==> src/rtl/multiply_pkg.sv <==
// Shared definitions for the multiply / multiply_backward units:
// backward-pass state encoding and Q-format saturation/rounding constants.
package multiply_pkg;

    typedef enum logic [2:0] {
        ST_IDLE   = 3'd0,
        ST_LOADED = 3'd1,
        ST_MUL0   = 3'd2,
        ST_MUL1   = 3'd3,
        ST_DONE   = 3'd4
    } mulb_state_t;

    // Largest representable signed value of an argw-bit quantity.
    function automatic logic signed [63:0] q_max(input int argw);
        return (64'sd1 <<< (argw - 1)) - 64'sd1;
    endfunction

    // Smallest representable signed value of an argw-bit quantity.
    function automatic logic signed [63:0] q_min(input int argw);
        return -(64'sd1 <<< (argw - 1));
    endfunction

    // Half an LSB of the shifted result, added before the shift for round-half-up.
    function automatic logic signed [63:0] round_const(input int frac);
        return 64'sd1 <<< (frac - 1);
    endfunction

endpackage

==> src/rtl/fixed_multiply.sv <==
// Combinational signed fixed-point multiply: full product, optional
// round-half-up (MULTIPLY_BACKWARD_ROUND_EN), arithmetic shift by FRAC,
// saturation back to ARGW bits. Truncates (floor) when the macro is undefined.
module fixed_multiply
    import multiply_pkg::*;
#(
    parameter int ARGW = 16,
    parameter int FRAC = 8
) (
    input  logic signed [ARGW-1:0] a_i,
    input  logic signed [ARGW-1:0] b_i,
    output logic signed [ARGW-1:0] y_o
);

    // One guard bit so adding the rounding constant can never wrap.
    localparam int PW = 2 * ARGW + 1;
    localparam logic signed [PW-1:0] MAX_S = PW'(q_max(ARGW));
    localparam logic signed [PW-1:0] MIN_S = PW'(q_min(ARGW));
`ifdef MULTIPLY_BACKWARD_ROUND_EN
    localparam logic signed [PW-1:0] RND_S = PW'(round_const(FRAC));
`else
    localparam logic signed [PW-1:0] RND_S = '0;
`endif

    logic signed [PW-1:0] prod_s;
    logic signed [PW-1:0] biased_s;
    logic signed [PW-1:0] shifted_s;

    // Multiply, bias, shift and clamp into the output range.
    always_comb begin
        prod_s    = PW'(a_i) * PW'(b_i);
        biased_s  = prod_s + RND_S;
        shifted_s = biased_s >>> FRAC;
        if (shifted_s > MAX_S) begin
            y_o = MAX_S[ARGW-1:0];
        end else if (shifted_s < MIN_S) begin
            y_o = MIN_S[ARGW-1:0];
        end else begin
            y_o = shifted_s[ARGW-1:0];
        end
    end

endmodule

==> src/rtl/multiply_backward.sv <==
// Backward pass of a product node: holds operands a0/a1, accepts an error e
// and returns p0 = e*a1 (low half) and p1 = e*a0 (high half) using one
// shared fixed_multiply over two cycles.
// Optional feature: MULTIPLY_BACKWARD_ROUND_EN selects round-half-up.
module multiply_backward
    import multiply_pkg::*;
#(
    parameter int ARGW = 16,
    parameter int FRAC = 8
) (
    input  logic                clk,
    input  logic                rst,
    input  logic                arg_valid,
    output logic                arg_ready,
    input  logic [2*ARGW-1:0]   arg_data,
    input  logic                err_valid,
    output logic                err_ready,
    input  logic [ARGW-1:0]     err_data,
    output logic                prop_valid,
    input  logic                prop_ready,
    output logic [2*ARGW-1:0]   prop_data
);

    mulb_state_t              state_q, state_d;
    logic                     held_q, held_d;
    logic signed [ARGW-1:0]   a0_q, a0_d;
    logic signed [ARGW-1:0]   a1_q, a1_d;
    logic signed [ARGW-1:0]   e_q, e_d;
    logic [2*ARGW-1:0]        p_q, p_d;
    logic signed [ARGW-1:0]   mul_b_s;
    logic signed [ARGW-1:0]   mul_y_s;
    logic                     arg_fire_s;
    logic                     err_fire_s;

    // Handshake outputs; forced low while reset is asserted.
    always_comb begin
        arg_ready  = 1'b0;
        err_ready  = 1'b0;
        prop_valid = 1'b0;
        if (rst) begin
            arg_ready  = 1'b0;
            err_ready  = 1'b0;
            prop_valid = 1'b0;
        end else begin
            case (state_q)
                ST_IDLE:   arg_ready  = 1'b1;
                ST_LOADED: begin
                    err_ready = held_q;
                    // A pending error wins and uses the operands already held.
                    arg_ready = ~err_valid;
                end
                ST_DONE:   prop_valid = 1'b1;
                default:   prop_valid = 1'b0;
            endcase
        end
    end

    assign arg_fire_s = arg_valid & arg_ready;
    assign err_fire_s = err_valid & err_ready;
    assign prop_data  = p_q;

    // Shared multiplier: MUL0 uses a1 (for p0), MUL1 uses a0 (for p1).
    always_comb begin
        if (state_q == ST_MUL0) begin
            mul_b_s = a1_q;
        end else begin
            mul_b_s = a0_q;
        end
    end

    fixed_multiply #(
        .ARGW (ARGW),
        .FRAC (FRAC)
    ) u_mul (
        .a_i (e_q),
        .b_i (mul_b_s),
        .y_o (mul_y_s)
    );

    // Next-state and datapath register update.
    always_comb begin
        state_d = state_q;
        held_d  = held_q;
        a0_d    = a0_q;
        a1_d    = a1_q;
        e_d     = e_q;
        p_d     = p_q;
        case (state_q)
            ST_IDLE: begin
                if (arg_fire_s) begin
                    a0_d    = arg_data[ARGW-1:0];
                    a1_d    = arg_data[2*ARGW-1:ARGW];
                    held_d  = 1'b1;
                    state_d = ST_LOADED;
                end else begin
                    state_d = ST_IDLE;
                end
            end
            ST_LOADED: begin
                if (err_fire_s) begin
                    e_d     = err_data;
                    state_d = ST_MUL0;
                end else if (arg_fire_s) begin
                    a0_d    = arg_data[ARGW-1:0];
                    a1_d    = arg_data[2*ARGW-1:ARGW];
                    state_d = ST_LOADED;
                end else begin
                    state_d = ST_LOADED;
                end
            end
            ST_MUL0: begin
                p_d[ARGW-1:0] = mul_y_s;
                state_d       = ST_MUL1;
            end
            ST_MUL1: begin
                p_d[2*ARGW-1:ARGW] = mul_y_s;
                state_d            = ST_DONE;
            end
            ST_DONE: begin
                if (prop_ready) begin
                    state_d = ST_LOADED;
                end else begin
                    state_d = ST_DONE;
                end
            end
            default: state_d = ST_IDLE;
        endcase
    end

    // State and datapath flops with synchronous reset.
    always_ff @(posedge clk) begin
        if (rst) begin
            state_q <= ST_IDLE;
            held_q  <= 1'b0;
            a0_q    <= '0;
            a1_q    <= '0;
            e_q     <= '0;
            p_q     <= '0;
        end else begin
            state_q <= state_d;
            held_q  <= held_d;
            a0_q    <= a0_d;
            a1_q    <= a1_d;
            e_q     <= e_d;
            p_q     <= p_d;
        end
    end

endmodule
==> config.mk <==
export PLATFORM = sky130hd
export DESIGN_NAME = multiply_backward
export DESIGN_NICKNAME = d
export VERILOG_FILES = /design/src/rtl/multiply_pkg.sv /design/src/rtl/fixed_multiply.sv /design/src/rtl/multiply_backward.sv
export SDC_FILE = /design/constraint.sdc
export NUM_CORES = 1
export LEC_CHECK = 0
export CAP_MARGIN = 20
export CELL_PAD_IN_SITES_DETAIL_PLACEMENT = 0
export CELL_PAD_IN_SITES_GLOBAL_PLACEMENT = 1
export CORE_AREA = 4 4 180 199
export CTS_BUF_LIST = sky130_fd_sc_hd__clkbuf_8
export DETAILED_ROUTE_END_ITERATION = 8
export DIE_AREA = 0 0 184 203
export PLACE_DENSITY = 0.7
export SETUP_SLACK_MARGIN = 0.4
export SLEW_MARGIN = 20
export SYNTH_ARGS = -nofsm -noshare
export SYNTH_HDL_FRONTEND = slang
export SYNTH_HIERARCHICAL = 1
export SYNTH_SLANG_ARGS = --single-unit
==> constraint.sdc <==
create_clock -name clk -period 21.2 [get_ports clk]
set_input_delay 4.24 -clock clk [delete_from_list [all_inputs] [get_ports clk]]
set_output_delay 4.24 -clock clk [all_outputs]
set_load 0.01 [all_outputs]
== Word level (Yosys, flattened, before mapping) ==
Index checks and enable logic that the tools add are counted.

* Register bits after elaboration: 84
* Word-level logic and storage cells: 42
* Bits of input ports: 53
* Output and inout bits: 35

* Reduce and logical (&&, ||, !) cells: 5
* Eq/ne operators: 5
* Multiply operators: 1
* Mux-type cells: 19
* Magnitude comparators: 2
* Bitwise gates (word level): 3

{| class="wikitable"
|+ Operators with widths
! cell !! count
|-
| two-way mux 16 bit || 7
|-
| one-hot mux 16 bit (2 select lines) || 2
|-
| multiplier 16 x 16 -> 32 bit || 1
|-
| greater-than comparator 24 x 16 -> 1 bit (second input constant) || 1
|-
| < comparator 24 x 16 -> 1 bit (second input constant) || 1
|-
| one-hot mux 3 bit (5 select lines) || 1
|-
| == test 3 x 2 -> 1 bit (second input constant) || 2
|-
| two-way mux 1 bit || 6
|-
| AND reduction 2 bit || 3
|-
| == test 3 x 1 -> 1 bit (second input constant) || 1
|-
| == test 3 bit (second input constant) || 1
|-
| logical NOT 3 bit || 1
|-
| two-way mux 3 bit || 1
|-
| bitwise AND 1 bit || 2
|-
| two-way mux 2 bit || 1
|-
| != test 2 bit (second input constant) || 1
|-
| one-hot mux 1 bit (2 select lines) || 1
|-
| nonzero test 2 bit || 1
|-
| inverter 1 bit || 1
|}

== Logic depth before layout (Yosys ltp) ==
Gate-level depths: netlist of the first run.

* Word-level depth: 7
* Depth in mapped cells: 32
* Gate-level depth less buffers: 28

== Hierarchy ==
The synthesis of the first run kept the hierarchy.

{| class="wikitable"
|+ Modules (own cells, without submodules)
! module !! area an instance (sq um) !! sequential area each (sq um) !! times used !! cells each
|-
| fixed_multiply || 9,974.6 || 0.0 || 1 || 1,112
|-
| multiply_backward || 3,394.5 || 1,681.6 || 1 || 418
|}

== Least setup slack after synthesis of the first run ==
OpenSTA, ideal clock, no wires.

* Path kind: in2out
* From: input err_valid
* To: output arg_ready
* Stages on the path: 3
* Path buffers: 1
* Data required time: 16.960 ns
* Slack: 12.013 ns
* Arrival time: 4.947 ns
* Cells stage by stage: a2111o_1 > clkinv_2 > buf_6

* Word-level cells in the longest chain between the ends: 3

{| class="wikitable"
|+ Ends and longest elaborated chain
! what !! line !! RTL
|-
| start, declared || multiply_backward.sv:16 || <nowiki>input logic err_valid,</nowiki>
|-
| inverter 1 bit || multiply_backward.sv:50 || <nowiki>arg_ready = ~err_valid;</nowiki>
|-
| one-hot mux 1 bit (2 select lines) || multiply_backward.sv:45 || <nowiki>case (state_q)</nowiki>
|-
| two-way mux 1 bit || multiply_backward.sv:40 || <nowiki>if (rst) begin</nowiki>
|-
| end, declared || multiply_backward.sv:14 || <nowiki>output logic arg_ready,</nowiki>
|}

No other way between the ends.

== Worst setup path in the final report of the first run ==
* From: input rst
* To: output arg_ready

* Word-level cells in the longest chain between the ends: 1

{| class="wikitable"
|+ Ends and longest elaborated chain
! what !! line !! RTL
|-
| start, declared || multiply_backward.sv:12 || <nowiki>input logic rst,</nowiki>
|-
| two-way mux 1 bit || multiply_backward.sv:40 ||
|}

No other way between the ends.

==> run metrics, run 1 <==
Max clock buf depth=2; die area=37400 µm²; crit path buf inv count=4; final instance area=14700 µm²; reg2reg path depth=28; Post-CTS Hold Buffers=0; setup TNS=0 ns; Worst Tran Pin Value=1.05 ns; Setup Buffers After CTS=0; pin count of the biggest net entering global routing=88; CTS tree=yes; Worst slew margin=30.2%; # clock sinks=84; Hold Path Origin=prop_data[1]; final period utilization=53.7%; gr ovfl total=0; GR Util met1=27.3%; crit path time final=11.39 ns; htree depth=3; total global-route track usage=19.7%; Post-DP Area=14500 µm²; clock slew at reported path FFs=0.09 ns; Final setup viols=0; Primary FF master, synth=dfxtp_1; Vias=10129; reg2reg setup slack=11.62 ns; Worst Path Required=16.96 ns; CTS Buf Count=9; maximum VDD drop=0.0000351 V; status=finished clean; final wirelength=35500 µm; Layout Area Growth over Synthesis=10.1%; DIE WIDTH=184 µm; ANT nets after route=0; critical path, cell by cell=buf_2 > buf_4 > a2111o_1 > clkinv_2 > clkdlybuf4s50_1; port bufs=87; #FFs+latches synth=84; Mapped Area=13400 µm²; RR Endpoint=prop_data[17]; slowest stage delay, CP=0.84 ns; Setup CP Type=in -> out; CORE AREA=33900 µm²; asr flop ratio synth=0%; delay-heaviest family, CP=buffers and inverters; final core utilization=43.4%; Synthesized Nets=1923; Hold Crit Depth=2; WHS Endpoint=prop_data[1]; DP Wirelength=27700 µm; FMAX=87.8 MHz; Pleak=0.00703 µW; cell area power density=27.7 nW/µm²; Critical Path Fanout Max=87; average cell area after synthesis=8.74 µm²; Die Span Y=203 µm; M2 GR Usage=33.2%; fin. max-slew vios=0; distinct cell type count after synthesis=60; final layout net count=1953; post-DR vias/cell=5.06; initial antenna violation count=0; Worst Skew=0.0230 ns; num ports=88; CP arrival=7.15 ns; post-CTS sizing=0; EDFF count, synth=0; Hold Crit Class=reg -> reg; Max Cap Viol=0; RSZ-0062 raised after global routing=no; Worst-Skew Late Latency=0.38 ns; Reg2Reg Launch Point=state_q[0]; CP endpoint kind=primary output; global-route wire length before repair=58500 µm; Initial Util=39.4%; drt pass-1 iters=5; Critical Path Slowest Stage Cell=a2111o_1; vias in the first global route=10844; GPL Wtd Cong=0.869; row cnt=71; CTS root buffer=clkbuf_8; share of cells above drive strength 1=3.39%; Post-Syn Instances=1530; most used routing layer=met2; Setup crit start kind=input port; sequential share of the synthesized area=12.6%; YS warnings=6; DRC=0; met3 global-route usage=3.30%; Starting DRT DRC Count=529; ant diodes=0; Avg WL per Cell=17.7 µm; final hold vios=0
cell usage in the layout, fill, tap and decap left out, types with 3 or more instances in the layout:
master and n:
nor2b_1 18, nor3_1 8, nand3_1 33, clkdlybuf4s50_1 85
ha_1 79, and2_1 120, a21oi_1 87, buf_4 4
o21ai_1 9, mux2_2 16, dfxtp_1 84, nand4_1 9
clkbuf_8 9, xnor2_1 24, bufinv_16 3, nor2_1 28
fa_1 261, a21o_1 15, o21ai_0 52, inv_1 302
a2111o_1 4, a211o_1 3, a31oi_1 6, o21a_1 4
nand2b_1 6, xor2_1 10, nand2_1 243
worst register-to-register path: cells and delay by family (launching register included):
kind | cells | cell delay (ns)
AND/OR/NAND/NOR | 7 | 2.19
flip-flops | 1 | 0.60
adder cells (fa/ha/maj) | 7 | 3.79
buffers and inverters | 6 | 0.48
AO/OA/AOI/OAI | 8 | 2.35
registers in the layout, summed over array words and instances (netlist names):
| signal | flops |
|---|---|
| a0_q | 16 |
| held_q | 1 |
| e_q | 16 |
| prop_data | 32 |
| state_q | 3 |
| a1_q | 16 |
cell usage after synthesis (all sizes together), types with 2 or more instances:
library cell  number  share of area [%]
ha                79                7.4
and2             120                5.6
or2                2              0.094
o31ai              2               0.11
nor2b             18               0.84
and3               2               0.10
a21oi             87                3.3
fa               261                 39
o21a               4               0.22
a211oi             2               0.11
nand2            243                6.8
a21o              15               0.84
xnor2             24                1.6
xor2              10               0.66
inv              301                8.5
nor3               8               0.30
and4               2               0.13
nor4b              2               0.13
o21ai             63                2.4
dfxtp             84                 13
clkbuf            47                1.3
a2111o             4               0.34
nand3             33                1.2
nand4              9               0.42
buf               25                1.2
mux2              16                1.3
a211o              3               0.20
nand2b             6               0.28
nor2              28               0.79
a31oi              6               0.28
or2b               2               0.13
logic make-up (layout without fill, tap and decap cells):
kind of cell    after synthesis  in the layout  synth area share, %
buf+inv                     374            409                 11.1
compound gates              201            201                 9.05
flops                        84             84                 12.6
simple gates                481            481                 17.3
xor+xnor                     34             34                 2.23
fa+ha+maj                   340            340                 46.5
mux                          16             16                 1.35
cell type report:
class	count	area (µm²)
clock inverters	7	123
repair buffers	91	891
inverters	302	1130
fillers	3467	19200
multi-input cells	1072	10200
well taps	438	548
clock buffers	9	124
flip-flops and latches	84	1680
per-stage QoR:
step / power [µW] / hold WS, ns / worst slack [ns] / std cells
after floorplan: 228 / 0.454 / 12.01 / 1530
after global placement: 263 / 0.443 / 9.85 / 1987
after detailed placement: 264 / 0.451 / 9.82 / 1987
after CTS: 412 / 0.465 / 9.82 / 2003
after global routing: 427 / 0.488 / 9.56 / 2003
final: 408 / 0.466 / 9.81 / 2003
metal layers:
layer / wire length [µm] / up-vias
met5: 0 / -
met4: 389 / 0
met3: 1630 / 32
met2: 17500 / 219
met1: 16000 / 5157
li1: - / 4721
where the power goes:
group / leakage (µW) / internal (µW) / switching (µW)
logic: 0.00622 / 33.5 / 59.6
registers: 0.000681 / 162 / 5.77
clock network: 0.000127 / 79.4 / 68.2
total: 0.00703 / 275 / 134
how the worst max path moves through the flow:
stage	startpoint	to	cells past startpoint
4_1_cts	rst	arg_ready	5
6_report	rst	arg_ready	5
3_3_place_gp	rst	arg_ready	5
5_1_grt	rst	arg_ready	5
2_1_floorplan	err_valid	arg_ready	3
3_5_place_dp	rst	arg_ready	5
Note: power is estimated with default switching activity, not from simulation.
==> inputs of run 2 (changes only) <==
--- a/config.mk
+++ b/config.mk
@@ -12,7 +12,7 @@
 export CTS_BUF_LIST = sky130_fd_sc_hd__clkbuf_8
 export DETAILED_ROUTE_END_ITERATION = 8
 export DIE_AREA = 0 0 184 203
-export PLACE_DENSITY = 0.7
+export PLACE_DENSITY = 0.73
 export SETUP_SLACK_MARGIN = 0.4
 export SLEW_MARGIN = 20
 export SYNTH_ARGS = -nofsm -noshare
==> constraint.sdc (replaced) <==
create_clock -name clk -period 10.21 [get_ports clk]
set_input_delay 2.042 -clock clk [delete_from_list [all_inputs] [get_ports clk]]
set_output_delay 2.042 -clock clk [all_outputs]
set_load 0.01 [all_outputs]
==> run metrics, run 2 (synthesis gave the netlist of run 1 again) <==
port bufs=87 (unchanged); Worst-Skew Late Latency=0.39 ns (about the same); internal power=534 µW (+94%); FMAX=111 MHz; Filler cells=3419 (-1.4%); CP endpoint kind=flop; Reg2Reg Launch Point=state_q[2]; Post-CTS Hold Buffers=0 (unchanged); Worst Path Required=10.44 ns (-6.52 ns); vias in the first global route=10826 (-0.17%); Initial Util=39.4% (unchanged); total global-route track usage=20.4% (+0.74 points); Worst Skew=0.0270 ns (+0.00399 ns); CP arrival=9.28 ns (+2.13 ns); htree depth=3 (unchanged); gr ovfl total=0 (unchanged); Starting DRT DRC Count=441 (-17%); Setup crit start kind=flop; clock slew at reported path FFs=0.10 ns (about the same); Reg power frac=43.6% (+2.5 points); Max clock buf depth=2 (unchanged); maximum VDD drop=0.0000689 V (+96%); DP Wirelength=28100 µm (+1.5%); Placed Cells incl. Taps=1988 (+0.050%); CTS root buffer=clkbuf_8; Critical Path Fanout Max=32 (-63%); Clock power frac=32.5% (-3.6 points); fin. max-slew vios=0 (unchanged); final period utilization=88.6%; footprint of the multi-input gates=10200 µm² (about the same); status=finished clean; initial antenna violation count=0 (unchanged); CORE AREA=33900 µm² (unchanged); Pleak=0.00704 µW (+0.23%); Die Span Y=203 µm (unchanged); pre-CTS setup slack=0.641 ns (-9.18 ns); slowest stage delay, CP=0.88 ns (+0.04 ns); GR Util met1=29.3% (+2.0 points); num ports=88 (unchanged); cell area power density=54.3 nW/µm² (+96%); Worst Tran Pin Value=1.05 ns (+0.00336 ns); area occupied by registers=1680 µm² (unchanged); max FFs per register=32 (unchanged); ANT nets after route=0 (unchanged); ant diodes=0 (unchanged); share of cells above drive strength 1=3.82% (+0.43 points); row cnt=71 (unchanged); drt pass-1 iters=5 (unchanged); die area=37400 µm² (unchanged); # clock sinks=84 (unchanged); crit path time final=9.05 ns; setup TNS=0 ns (unchanged); most frequent cells in the layout=inv_1 (301), fa_1 (261), nand2_1 (243); delay-heaviest family, CP=adder cells; Final setup viols=0 (unchanged); most used routing layer=met2; CP Launch Point=state_q[2]; Setup WS post-layout=1.16 ns (-8.64 ns); Max Cap Viol=0 (unchanged); DRC=0 (unchanged); final hold vios=0 (unchanged); Vias=10047 (-0.81%); Setup CP Type=reg -> reg; Switch Pwr=268 µW (+100%); Avg WL per Cell=18.0 µm (+1.7%); Worst slew margin=30.0% (-0.22 points); final core utilization=43.5% (+0.14 points); Critical Path Slowest Stage Cell=fa_1; met3 global-route usage=3.42% (+0.13 points); Post-DP Area=14500 µm² (+0.10%); post-DR vias/cell=5.00 (-1.2%); CTS Buf Count=9 (unchanged); Hold Crit Class=reg -> reg; Logic pwr share=24.0% (+1.2 points); commonest non-fill, non-tap cell in the layout=inv_1; RSZ-0062 raised after global routing=no; DIE WIDTH=184 µm (unchanged); Hold Path Origin=prop_data[5]; pin count of the biggest net entering global routing=88 (unchanged); crit path buf inv count=6 (+2); M2 GR Usage=33.0% (-0.13 points); final wirelength=36200 µm (+2.1%); global-route wire length before repair=60200 µm (+2.8%); Post-Layout Cell Count=2010 (+0.35%); GPL Wtd Cong=0.839 (-3.4%); CTS tree=yes; final layout net count=1960 (+0.36%); switch share=33.5% (+0.78 points); Layout Area Growth over Synthesis=10.5%; final instance area=14800 µm² (+0.33%)
-- run 2: cell types whose count changed in the layout (fill, tap and decap cells not counted), sizes merged --
| cell | before | now |
|---|---|---|
| buf | 6 | 12 |
| clkinvlp | 0 | 3 |
| bufinv | 3 | 1 |
| inv | 304 | 302 |
| clkbuf | 9 | 10 |
| clkdlybuf4s50 | 85 | 86 |
-- run 2: area by class of cell --
class                           count  share of cell area (%)
Tap cell                          438                    3.71
Clock inverter                      6                   0.491
Inverter                          302                    7.68
Timing Repair Buffer               98                    6.59
Sequential cell                    84                    11.4
Clock buffer                       10                   0.932
Multi-Input combinational cell   1072                    69.2
-- run 2: power by group through the flow --
| stage | clock [µW] | sequential, µW | combinational [µW] |
|---|---|---|---|
| 2_1_floorplan | 0 | 348 | 125 |
| 3_3_place_gp | 0 | 357 | 183 |
| 3_5_place_dp | 0 | 357 | 184 |
| 4_1_cts | 269 | 350 | 186 |
| 5_1_grt | 280 | 351 | 212 |
| 6_report | 260 | 349 | 192 |
-- run 2: timing repair --
action	in CTS	in global routing
hold endpoints to repair	0	0
endpoints found under the setup margin	0	30
resized for setup	0	1
setup buffers	0	6
-- run 2: metrics by stage --
step / hold slack, ns / total power, µW
floorplan: 0.454 / 474
global placement: 0.447 / 540
detailed placement: 0.448 / 541
CTS: 0.465 / 804
global route: 0.487 / 843
finish: 0.462 / 802
-- run 2: worst paths after layout --
path	endpoint	slack [ns]	depth (start not counted)
hold reg to reg	prop_data[5]	0.46	2
setup / recovery	prop_data[17]	1.16	28
setup reg to reg	prop_data[17]	1.16	28
hold / removal	prop_data[5]	0.46	2
-- run 2: routing by layer --
metal	vias to the layer above	part of all wire, %
li1	4732	-
met5	-	0
met3	34	3.7
met1	5094	47
met2	187	48
met4	0	1.3
-- run 2: worst register-to-register path, delay by kind of cell (launching register included) --
family	cells	cell delay (ns)
adders and majority gates	7	3.81
and+or+nand+nor	10	2.32
AOI/OAI and AO/OA	4	1.50
DFF	1	0.58
buffers and inverters	6	0.49
xor gates and xnor gates	1	0.25
==> inputs of run 3 (changes only) <==
--- a/config.mk
+++ b/config.mk
@@ -8,13 +8,13 @@
 export CAP_MARGIN = 20
 export CELL_PAD_IN_SITES_DETAIL_PLACEMENT = 0
 export CELL_PAD_IN_SITES_GLOBAL_PLACEMENT = 1
-export CORE_AREA = 4 4 180 199
+export CORE_AREA = 4 4 172 190
 export CTS_BUF_LIST = sky130_fd_sc_hd__clkbuf_8
+export CTS_CLUSTER_DIAMETER = 50
 export DETAILED_ROUTE_END_ITERATION = 8
-export DIE_AREA = 0 0 184 203
-export PLACE_DENSITY = 0.73
+export DIE_AREA = 0 0 176 194
+export PLACE_DENSITY = 0.79
 export SETUP_SLACK_MARGIN = 0.4
-export SLEW_MARGIN = 20
 export SYNTH_ARGS = -nofsm -noshare
 export SYNTH_HDL_FRONTEND = slang
 export SYNTH_HIERARCHICAL = 1
==> run metrics, run 3 (synthesis gave the netlist of run 1 again) <==
status=finished clean; CTS root buffer=clkbuf_8; switch share=33.9% (+0.45 points); setup TNS=0 ns (unchanged); Clock power frac=29.8% (-2.7 points); DIE WIDTH=176 µm (-4.3%); post-DR vias/cell=5.15 (+3.0%); gr ovfl total=0 (unchanged); crit path time final=9.08 ns (+0.0336 ns); CTS Buf Count=9 (unchanged); Post-Layout Cell Count=1983 (-1.3%); die area=34100 µm² (-8.6%); GPL Wtd Cong=0.887 (+5.6%); CP arrival=9.32 ns (+0.04 ns); Reg2Reg Launch Point=state_q[0]; CP Launch Point=state_q[0]; global-route wire length before repair=58000 µm (-3.6%); Setup crit start kind=flop; Worst-Skew Late Latency=0.39 ns (about the same); htree depth=3 (unchanged); Critical Path Fanout Max=32 (unchanged); final hold vios=0 (unchanged); cell area power density=51.7 nW/µm² (-4.7%); Avg WL per Cell=17.4 µm (-3.2%); Hold Crit Depth=2 (unchanged); Vias=10211 (+1.6%); Max clock buf depth=2 (unchanged); share of cells above drive strength 1=3.51% (-0.31 points); FMAX=110 MHz (-0.37%); most frequent cells in the layout=inv_1 (302), fa_1 (261), nand2_1 (243); WHS Endpoint=prop_data[13]; final wirelength=34600 µm (-4.5%); drt pass-1 iters=4 (-1); RR Endpoint=prop_data[17]; Worst Skew=0.0123 ns (-0.0146 ns); row cnt=67 (-5.6%); CORE AREA=30500 µm² (-10%); Layout Area Growth over Synthesis=9.71%; Die Span Y=194 µm (-4.4%); ANT nets after route=0 (unchanged); internal power=501 µW (-6.0%); num ports=88 (unchanged); total global-route track usage=21.2% (+0.78 points); Starting DRT DRC Count=482 (+9.3%); # clock sinks=84 (unchanged); Reg power frac=46.0% (+2.4 points); Switch Pwr=257 µW (-4.1%); Worst slew margin=32.9% (+2.9 points); reg2reg setup slack=1.13 ns (-0.03 ns); Hold Crit Class=reg -> reg; RSZ-0062 raised after global routing=no; vias in the first global route=10942 (+1.1%); Setup CP Type=reg -> reg; commonest non-fill, non-tap cell in the layout=inv_1; CP endpoint kind=flop; CTS tree=yes; Max Cap Viol=0 (unchanged); Hold Path Origin=prop_data[13]; Logic pwr share=24.2% (+0.2 points); reg2reg path depth=28 (unchanged); ant diodes=0 (unchanged); clock slew at reported path FFs=0.09 ns (about the same); Worst Path Required=10.45 ns (about the same); maximum VDD drop=0.0000725 V (+5.2%); Critical Path Slowest Stage Cell=fa_1; max FFs per register=32 (unchanged); port bufs=87 (unchanged); slowest stage delay, CP=0.86 ns (-0.02 ns); DRC=0 (unchanged); initial antenna violation count=0 (unchanged); Worst Tran Pin Value=1.01 ns (-0.0440 ns); pin count of the biggest net entering global routing=88 (unchanged); Placed Cells incl. Taps=1964 (-1.2%); final layout net count=1957 (-0.15%); Final setup viols=0 (unchanged); Post-CTS Hold Buffers=0 (unchanged); Post-DP Area=14500 µm² (-0.26%); Initial Util=43.8% (+4.4 points); DP Wirelength=27500 µm (-2.1%); Pleak=0.00702 µW (-0.33%); fin. max-slew vios=0 (unchanged); final instance area=14700 µm² (-0.72%); final period utilization=89.0% (+0.33 points)
==> run 3: cell types whose count changed in the layout (fill, tap and decap cells not counted), sizes merged <==
cell	previous run	this run
inv	302	303
buf	12	9
clkinv	2	4
clkinvlp	3	1
bufinv	1	0
==> run 3: cell type report <==
cell class | count | area, µm²
clock buffers | 10 | 138
clock inverters | 6 | 38.8
fillers | 3015 | 15800
inverters | 302 | 1130
multi-input cells | 1072 | 10200
flip-flops and latches | 84 | 1680
well taps | 414 | 518
repair buffers | 95 | 938
==> run 3: routing by layer <==
metal	track usage [%]	routed length, µm	part of all wire, %
met5	0	0	0
met4	5.40	648	1.9
met3	2.59	1150	3.3
met2	35.7	17400	50
met1	29.1	15300	44
==> run 3: critical path: cells and delay by family (launching register included) <==
family	cells	cell delay (ns)
AND/OR/NAND/NOR	10	2.38
adder cells (fa/ha/maj)	7	3.77
XOR/XNOR	1	0.22
AO/OA/AOI/OAI	4	1.48
buffers and inverters	6	0.48
flip-flops	1	0.58
==> run 3: power groups by stage <==
stage               clock network, µW  logic [µW]  registers [µW]
finish                            226         183             349
global route                      246         204             351
CTS                               236         184             349
detailed placement                  0         183             357
global placement                    0         181             357
floorplan                           0         125             348
==> run 3: what timing repair did <==
action                                  4_1_cts  5_1_grt
endpoints found under the hold margin         0        0
buffers inserted                              0        3
gates resized for setup                       0        1
endpoints found under the setup margin        0       30
==> run 3: worst max-delay path by stage <==
stage / endpoint / slack (ns) / cells past startpoint
6_report: prop_data[17] / 1.13 / 28
5_1_grt: prop_data[17] / 0.46 / 28
4_1_cts: prop_data[1] / 0.73 / 28
3_5_place_dp: prop_data[1] / 0.76 / 28
3_3_place_gp: prop_data[16] / 0.92 / 28
2_1_floorplan: prop_data[22] / 2.56 / 31
==> run 3: stage by stage <==
stage	hold slack (ns)	power, µW	util (%)	setup slack, ns
after floorplan	0.454	474	-	2.56
after global placement	0.446	537	47.4	0.916
after detailed placement	0.449	539	47.4	0.764
after CTS	0.463	769	47.9	0.730
after global routing	0.483	801	48.1	0.465
final	0.463	759	48.1	1.13
